`config.mk`:
```
export PLATFORM = sky130hd
export DESIGN_NAME = axi_error_slave
export DESIGN_NICKNAME = d
export VERILOG_FILES = /design/src/rtl/axi_error_slave.sv
export SDC_FILE = /design/constraint.sdc
export NUM_CORES = 1
export LEC_CHECK = 0
export ABC_AREA = 1
export BUFFER_PORTS_ARGS = -buffer_cell sky130_fd_sc_hd__buf_2
export CORE_MARGIN = 8
export CORE_UTILIZATION = 45
export CTS_BUF_LIST = sky130_fd_sc_hd__clkbuf_4
export CTS_CLUSTER_DIAMETER = 80
export DETAILED_ROUTE_END_ITERATION = 8
export GPL_TIMING_DRIVEN = 0
export PLACE_DENSITY = 0.77
export SLEW_MARGIN = 20
export SYNTH_ARGS = -nofsm -noshare
export SYNTH_HDL_FRONTEND = slang
export SYNTH_SLANG_ARGS = --single-unit
```
`constraint.sdc`:
```
create_clock -name S_AXI_ACLK -period 1.45 [get_ports S_AXI_ACLK]
set_input_delay 0.145 -clock S_AXI_ACLK [delete_from_list [all_inputs] [get_ports S_AXI_ACLK]]
set_output_delay 0.145 -clock S_AXI_ACLK [all_outputs]
set_load 0.005 [all_outputs]
```
`src/rtl/axi_error_slave.sv`:
```
// AXI4 burst-capable slave that completes every transaction with a fixed error
// response; write and read channels run as two independent state machines.
module axi_error_slave #(
    parameter int         C_AXI_ID_WIDTH   = 4,
    parameter int         C_AXI_DATA_WIDTH = 32,
    parameter logic [1:0] OPT_RESP         = 2'b11,
    parameter logic       OPT_LOWPOWER     = 1'b0
) (
    input  logic                        S_AXI_ACLK,
    input  logic                        i_reset,
    // Write address / data / response
    input  logic                        S_AXI_AWVALID,
    output logic                        S_AXI_AWREADY,
    input  logic [C_AXI_ID_WIDTH-1:0]   S_AXI_AWID,
    input  logic                        S_AXI_WVALID,
    output logic                        S_AXI_WREADY,
    input  logic                        S_AXI_WLAST,
    output logic                        S_AXI_BVALID,
    input  logic                        S_AXI_BREADY,
    output logic [C_AXI_ID_WIDTH-1:0]   S_AXI_BID,
    output logic [1:0]                  S_AXI_BRESP,
    // Read address / data
    input  logic                        S_AXI_ARVALID,
    output logic                        S_AXI_ARREADY,
    input  logic [C_AXI_ID_WIDTH-1:0]   S_AXI_ARID,
    input  logic [7:0]                  S_AXI_ARLEN,
    output logic                        S_AXI_RVALID,
    input  logic                        S_AXI_RREADY,
    output logic [C_AXI_ID_WIDTH-1:0]   S_AXI_RID,
    output logic [C_AXI_DATA_WIDTH-1:0] S_AXI_RDATA,
    output logic                        S_AXI_RLAST,
    output logic [1:0]                  S_AXI_RRESP
);

    localparam logic [1:0] W_IDLE = 2'd0;
    localparam logic [1:0] W_DATA = 2'd1;
    localparam logic [1:0] W_RESP = 2'd2;

    localparam logic [0:0] R_IDLE = 1'b0;
    localparam logic [0:0] R_DATA = 1'b1;

    logic [1:0]                w_state_q, w_state_d;
    logic                      awready_q, wready_q, bvalid_q;
    logic [C_AXI_ID_WIDTH-1:0] bid_q, bid_d;

    logic [0:0]                r_state_q, r_state_d;
    logic                      arready_q, rvalid_q;
    logic                      rlast_q, rlast_d;
    logic [C_AXI_ID_WIDTH-1:0] rid_q, rid_d;
    logic [7:0]                rcnt_q, rcnt_d;

    // ------------------------------------------------------------------
    // Write channel
    // ------------------------------------------------------------------
    // NOTE: every variable gets a default before the case so no latch is inferred.
    always_comb begin
        w_state_d = w_state_q;
        bid_d     = bid_q;
        case (w_state_q)
            W_IDLE: if (S_AXI_AWVALID && awready_q) begin
                w_state_d = W_DATA;
                bid_d     = S_AXI_AWID;
            end
            W_DATA: if (S_AXI_WVALID && wready_q && S_AXI_WLAST) begin
                w_state_d = W_RESP;
            end
            W_RESP: if (S_AXI_BREADY && bvalid_q) begin
                w_state_d = W_IDLE;
                if (OPT_LOWPOWER) bid_d = '0;
            end
            default: w_state_d = W_IDLE;
        endcase
    end

    // Handshake outputs are registered copies of the next state, so they
    // stay low during reset and rise on the first clock after it.
    // NOTE: sequential state uses non-blocking assignments to avoid ordering races.
    always_ff @(posedge S_AXI_ACLK) begin
        if (i_reset) begin
            w_state_q <= W_IDLE;
            awready_q <= 1'b0;
            wready_q  <= 1'b0;
            bvalid_q  <= 1'b0;
            bid_q     <= '0;
        end else begin
            w_state_q <= w_state_d;
            awready_q <= (w_state_d == W_IDLE);
            wready_q  <= (w_state_d == W_DATA);
            bvalid_q  <= (w_state_d == W_RESP);
            bid_q     <= bid_d;
        end
    end

    // ------------------------------------------------------------------
    // Read channel
    // ------------------------------------------------------------------
    always_comb begin
        r_state_d = r_state_q;
        rid_d     = rid_q;
        rcnt_d    = rcnt_q;
        rlast_d   = rlast_q;
        case (r_state_q)
            R_IDLE: if (S_AXI_ARVALID && arready_q) begin
                r_state_d = R_DATA;
                rid_d     = S_AXI_ARID;
                rcnt_d    = S_AXI_ARLEN;
                rlast_d   = (S_AXI_ARLEN == 8'd0);
            end
            R_DATA: if (S_AXI_RREADY && rvalid_q) begin
                // The counter is only decremented on non-final beats, so it
                // stops at zero and can never wrap.
                if (rlast_q) begin
                    r_state_d = R_IDLE;
                    rlast_d   = 1'b0;
                    if (OPT_LOWPOWER) rid_d = '0;
                end else begin
                    rcnt_d  = rcnt_q - 8'd1;
                    rlast_d = (rcnt_q == 8'd1);
                end
            end
            default: r_state_d = R_IDLE;
        endcase
    end

    always_ff @(posedge S_AXI_ACLK) begin
        if (i_reset) begin
            r_state_q <= R_IDLE;
            arready_q <= 1'b0;
            rvalid_q  <= 1'b0;
            rlast_q   <= 1'b0;
            rid_q     <= '0;
            rcnt_q    <= 8'd0;
        end else begin
            r_state_q <= r_state_d;
            arready_q <= (r_state_d == R_IDLE);
            rvalid_q  <= (r_state_d == R_DATA);
            rlast_q   <= rlast_d;
            rid_q     <= rid_d;
            rcnt_q    <= rcnt_d;
        end
    end

    assign S_AXI_AWREADY = awready_q;
    assign S_AXI_WREADY  = wready_q;
    assign S_AXI_BVALID  = bvalid_q;
    assign S_AXI_BID     = bid_q;
    assign S_AXI_BRESP   = OPT_RESP;

    assign S_AXI_ARREADY = arready_q;
    assign S_AXI_RVALID  = rvalid_q;
    assign S_AXI_RID     = rid_q;
    assign S_AXI_RDATA   = '0;
    assign S_AXI_RLAST   = rlast_q;
    assign S_AXI_RRESP   = OPT_RESP;

endmodule

```
== Yosys cells after proc, flatten, opt, wreduce, memory -nomap -nowiden ==
Index checks and enable logic that the tools add are counted.
Word-level totals
  register bits: 24
  logic and storage cells: 50
  output and inout bits: 50
Cells by class
  add/subtract/negate cells: 1
  reductions and logical operators: 13
  eq/ne operators: 8
  bitwise logic cells: 2
  mux-type cells: 16
Operators by type and width (number)
  8-bit two-way mux: 3
  8-bit case mux with 2 select lines: 1
  8-bit by 1-bit equality test with 1-bit output (second input constant): 1
  8-bit logical NOT: 1
  8-bit by 1-bit subtractor with 8-bit output (second input constant): 1
  1-bit logical AND: 6
  1-bit two-way mux: 6
  2-bit two-way mux: 3
  2-bit case mux with 3 select lines: 1
  2-bit AND reduction: 3
  2-bit by 1-bit equality test with 1-bit output (second input constant): 2
  2-bit equality test (second input constant): 2
  2-bit logical NOT: 2
  2-bit != test (second input constant): 2
  1-bit case mux with 2 select lines: 2
  3-bit AND reduction: 1
  2-bit by 1-bit != test with 1-bit output (second input constant): 1
  1-bit inverter: 2

== Longest topological paths before layout ==
  depth after elaboration: 5
  mapped depth: 9
  mapped depth without buffers: 9

== Worst setup path after synthesis ==
No wires, ideal clock.
  path type: flip-flop to flip-flop
  from: reg rcnt_q[0]
  to: reg rcnt_q[1]
  data arrival time: 1086 ps
  stages on the path, launching flop included: 5
  required time: 1376 ps
  slack: 290 ps
  clock period less this slack: 1160 ps
  path buffers: 0
  cells stage by stage: dfxtp_1 > inv_1 > ha_1 > or2_2 > a31oi_1
On the way
  cells in the longest elaborated chain, start to end: 4
RTL lines
  from (decl): RTL line 50  | logic [7:0] rcnt_q, rcnt_d;
  from (signal assigned): RTL line 139  | rcnt_q <= rcnt_d;
  8-bit by 1-bit subtractor with 8-bit output: RTL line 117  | rcnt_d = rcnt_q - 8'd1;
  8-bit two-way mux: RTL line 112  | if (rlast_q) begin
  8-bit two-way mux: RTL line 109  | R_DATA: if (S_AXI_RREADY && rvalid_q) begin
  8-bit case mux with 2 select lines: RTL line 102  | case (r_state_q)
Every way passes these cells. The select of a mux whose other input is x is not followed.
A chain may end at the register's enable or synchronous reset.

== Final worst setup path ==
  from: reg rcnt_q[0]
  to: reg rcnt_q[6]
Same word-level chain as after synthesis.

==> parameters.txt <==
Parameter                              Value

Clock tree
  Total number of clock tree sinks    24
  # H-tree levels    1
  Total clock buffers created by CTS    3
  Clock Tree Root    sky130_fd_sc_hd__clkbuf_4
  Clock transition at the register clock pins on the worst setup and hold paths after CTS    between 0.1 and 0.15 ns
  Clock Latency Late Sink    roughly 0.32 ns
  TritonCTS clock tree    built
  Max Root-Sink Buffers    2

Timing
  Setup-violating endpoint count in the final report    0
  Worst setup slack after layout    0.145 ns
  Final max-slew violation count    0
  Final critical delay including setup and external delays    approximately 1.3 ns
  Max frequency    766 MHz
  Unrepaired setup endpoints after global routing    false
  Hold Vio Cnt, Final    0
  Final worst path period share    0.900
  Final-layout setup total negative slack    0 ns
  Final Skew    0.00667 ns

Final layout
  Area of the multi-input gates    746 um2
  Final-layout fill cell count    roughly 350
  Net count of the finished layout    314
  P&R area growth vs syn    28.6%
  Fraction of layout instances using a drive strength above 1    0.321
  Sequential cell area    around 480 um2
  Commonest cells after routing, fill and taps aside    37 x sky130_fd_sc_hd__nand2_1, 37 x sky130_fd_sc_hd__buf_4, 37 x sky130_fd_sc_hd__buf_2, 37 x sky130_fd_sc_hd__nor2_1, 36 x sky130_fd_sc_hd__conb_1
  Number of antenna diodes    0

GRT
  Overflow left after global routing    0
  Initial antenna violation count    0
  Global router's overall resource usage    0.120
  Pin count of the biggest net entering global routing    15
  Global-route wire length before repair    5260 um
  Via count of the first global-routing pass    between 1000 and 1500

Power and ir drop
  Peak supply drop    0.000481 V
  P per Cell Area    911 mW/mm2
  Static leakage    0.00105 uW

Routing
  Via count of the routed design    1391
  Iteration-0 DRC count of the detailed router    55
  Number of routed nets with antenna violations    0
  Average wire length per cell after detail routing    10.2 um
  Router iterations before antenna repair    5
  Via-to-Cell Ratio    4.18
  Number of remaining DRC errors    0
  WL final    between 3000 and 4000 um

Worst setup path
  Element type at the critical path start    flop
  Cell-by-cell trace of the critical path    inv_1 > ha_2 > nand2_1 > nor2_2 > nand3_1 > nand2_1 > nor2_1 > nor2_1 > nor2_1
  Top cell by count, worst path    sky130_fd_sc_hd__nor2_1
  Critical Path AT    1.55 ns
  Slowest stage delay, CP    ~0.36 ns
  Type of destination of the critical path    flop
  Required time reported for the critical path endpoint    1.69 ns
  Worst Path Max Fanout    4
  Internal reg-to-reg setup slack    0.14 ns
  CP startpoint    rcnt_q[0]
  RR Startpoint    rcnt_q[0]
  Classification of the worst setup path    reg -> reg
  Critical path's slowest cell    sky130_fd_sc_hd__dfxtp_1

Job
  Max cap viols    0

Yosys
  Sequential area share after synthesis    0.325
  Top-area cell type share of the netlist area    0.325
  Post-synth design cell area    0.00148 mm2
  Syn Area/Cell    6.94 um2
  Post-synthesis sequential element count    24
  Primary flip-flop cell chosen by synthesis mapping    sky130_fd_sc_hd__dfxtp_1
  Dominant cell type by area after synthesis    sky130_fd_sc_hd__dfxtp_1
  Total of warnings raised by yosys    0
  Synth top area cells    sky130_fd_sc_hd__dfxtp_1 32%, sky130_fd_sc_hd__buf_4 19%, sky130_fd_sc_hd__nor2_1 9.6%, sky130_fd_sc_hd__nand2_1 9.4%, sky130_fd_sc_hd__o21ai_0 6.1%
  Asr flop ratio synth    0
  Post-synth EDFFs    0
  Count of unique library cells instantiated by Yosys    26
  Synthesized instance count    213

Die
  X dimension of the die    73.3 um
  Total die area    0.00538 mm2
  Core area    0.00326 mm2
  Placement row count    21
  Vert. Die Dim    73.3 um
  Number of top-level pins    74
  Initial standard-cell utilization of the core    0.454

Placed design
  Dpl hpwl    2750 um
  Gp weighted congestion    0.890
  Post-place setup slack    roughly 0.16 ns
  Port buffer count    36

Hold path
  Kind of path behind the tightest hold check    in -> reg
  HP Start    i_reset

Run status
  Result of the run    completed
stage by stage:
| step | total power, uW | utilization | hold WS, ns | instance area, um2 | std cells |
|---|---|---|---|---|---|
| after detailed placement | 1240 | 0.566 | 0.394 | 1840 | 329 |
| final | 1730 | 0.584 | 0.0377 | 1900 | 333 |
| after global placement | 1230 | 0.566 | 0.390 | 1840 | 329 |
| after global routing | 1840 | 0.584 | 0.0415 | 1900 | 333 |
| after floorplan | 1110 | - | 0.304 | 1610 | 247 |
| after CTS | 1730 | 0.582 | 0.0399 | 1900 | 333 |
final timing paths:
| check | endpoint | cells past startpoint |
|---|---|---|
| worst min register to register | S_AXI_RID[0] | 2 |
| worst min-delay path | rcnt_q[5] | 2 |
| worst max-delay path | rcnt_q[6] | 9 |
| worst max register to register | rcnt_q[6] | 9 |
synthesized netlist by cell type, types with 2 or more instances:
master                    number
sky130_fd_sc_hd__ha_1          2
sky130_fd_sc_hd__inv_1        18
sky130_fd_sc_hd__nand2_2       2
sky130_fd_sc_hd__buf_6         2
sky130_fd_sc_hd__nor3_1        3
sky130_fd_sc_hd__dfxtp_1      24
sky130_fd_sc_hd__nand4_1       2
sky130_fd_sc_hd__nor2_1       38
sky130_fd_sc_hd__nand2_1      37
sky130_fd_sc_hd__a21oi_2       2
sky130_fd_sc_hd__and2_1        2
sky130_fd_sc_hd__a31oi_1       2
sky130_fd_sc_hd__or2_2         2
sky130_fd_sc_hd__a21oi_1       6
sky130_fd_sc_hd__conb_1        2
sky130_fd_sc_hd__buf_4        37
sky130_fd_sc_hd__nand3_1       6
sky130_fd_sc_hd__o21ai_0      18
repair_timing:
item,CTS,global route
setup buffers,0,0
gates resized for setup,0,2
setup endpoints to repair,0,1
hold buffers,0,0
power breakdown:
part,switching (uW),total (uW),leakage (uW),internal (uW)
clock network,216,496,0.0000279,280
registers,43.2,761,0.000197,718
logic,257,476,0.000829,220
critical path: cells and delay by family (launching register included):
| kind | cells | cell delay, ns |
|---|---|---|
| adder cells (fa/ha/maj) | 1 | 0.21 |
| buffers and inverters | 1 | 0.12 |
| flip-flops | 1 | 0.36 |
| AND/OR/NAND/NOR | 7 | 0.53 |
kinds of logic after synthesis:
kind of cell             share of synthesized area
flip-flops                                   0.325
adder cells (fa/ha/maj)                     0.0169
AND/OR/NAND/NOR                              0.271
other                                      0.00508
buffers and inverters                        0.261
AO/OA/AOI/OAI                                0.122
state kept, by name (all words and copies together) (netlist names):
name	flops
rcnt_q	8
S_AXI_BID	4
S_AXI_RID	4
w_state_q	2
S_AXI_ARREADY	1
S_AXI_AWREADY	1
S_AXI_BVALID	1
S_AXI_RLAST	1
S_AXI_RVALID	1
S_AXI_WREADY	1
metal layers:
layer / wire length (um) / part of all wire / global-route usage / vias to the layer above
met4: 55 / 0.016 / 0.0488 / 2
met2: 1640 / 0.48 / 0.214 / 47
met1: 1360 / 0.40 / 0.134 / 598
met5: 5 / 0.0015 / 0 / -
li1: - / - / - / 740
met3: 332 / 0.098 / 0.0286 / 4
layout make-up:
type	instances	share of cell area
clock buffers	3	0.0118
repair buffers	36	0.0947
well taps	46	0.0303
multi-input cells	163	0.392
flip-flops and latches	24	0.253
clock inverters	1	0.0158
plain buffers	41	0.163
inverters	19	0.0401
Power figures use the tool's default switching activity.
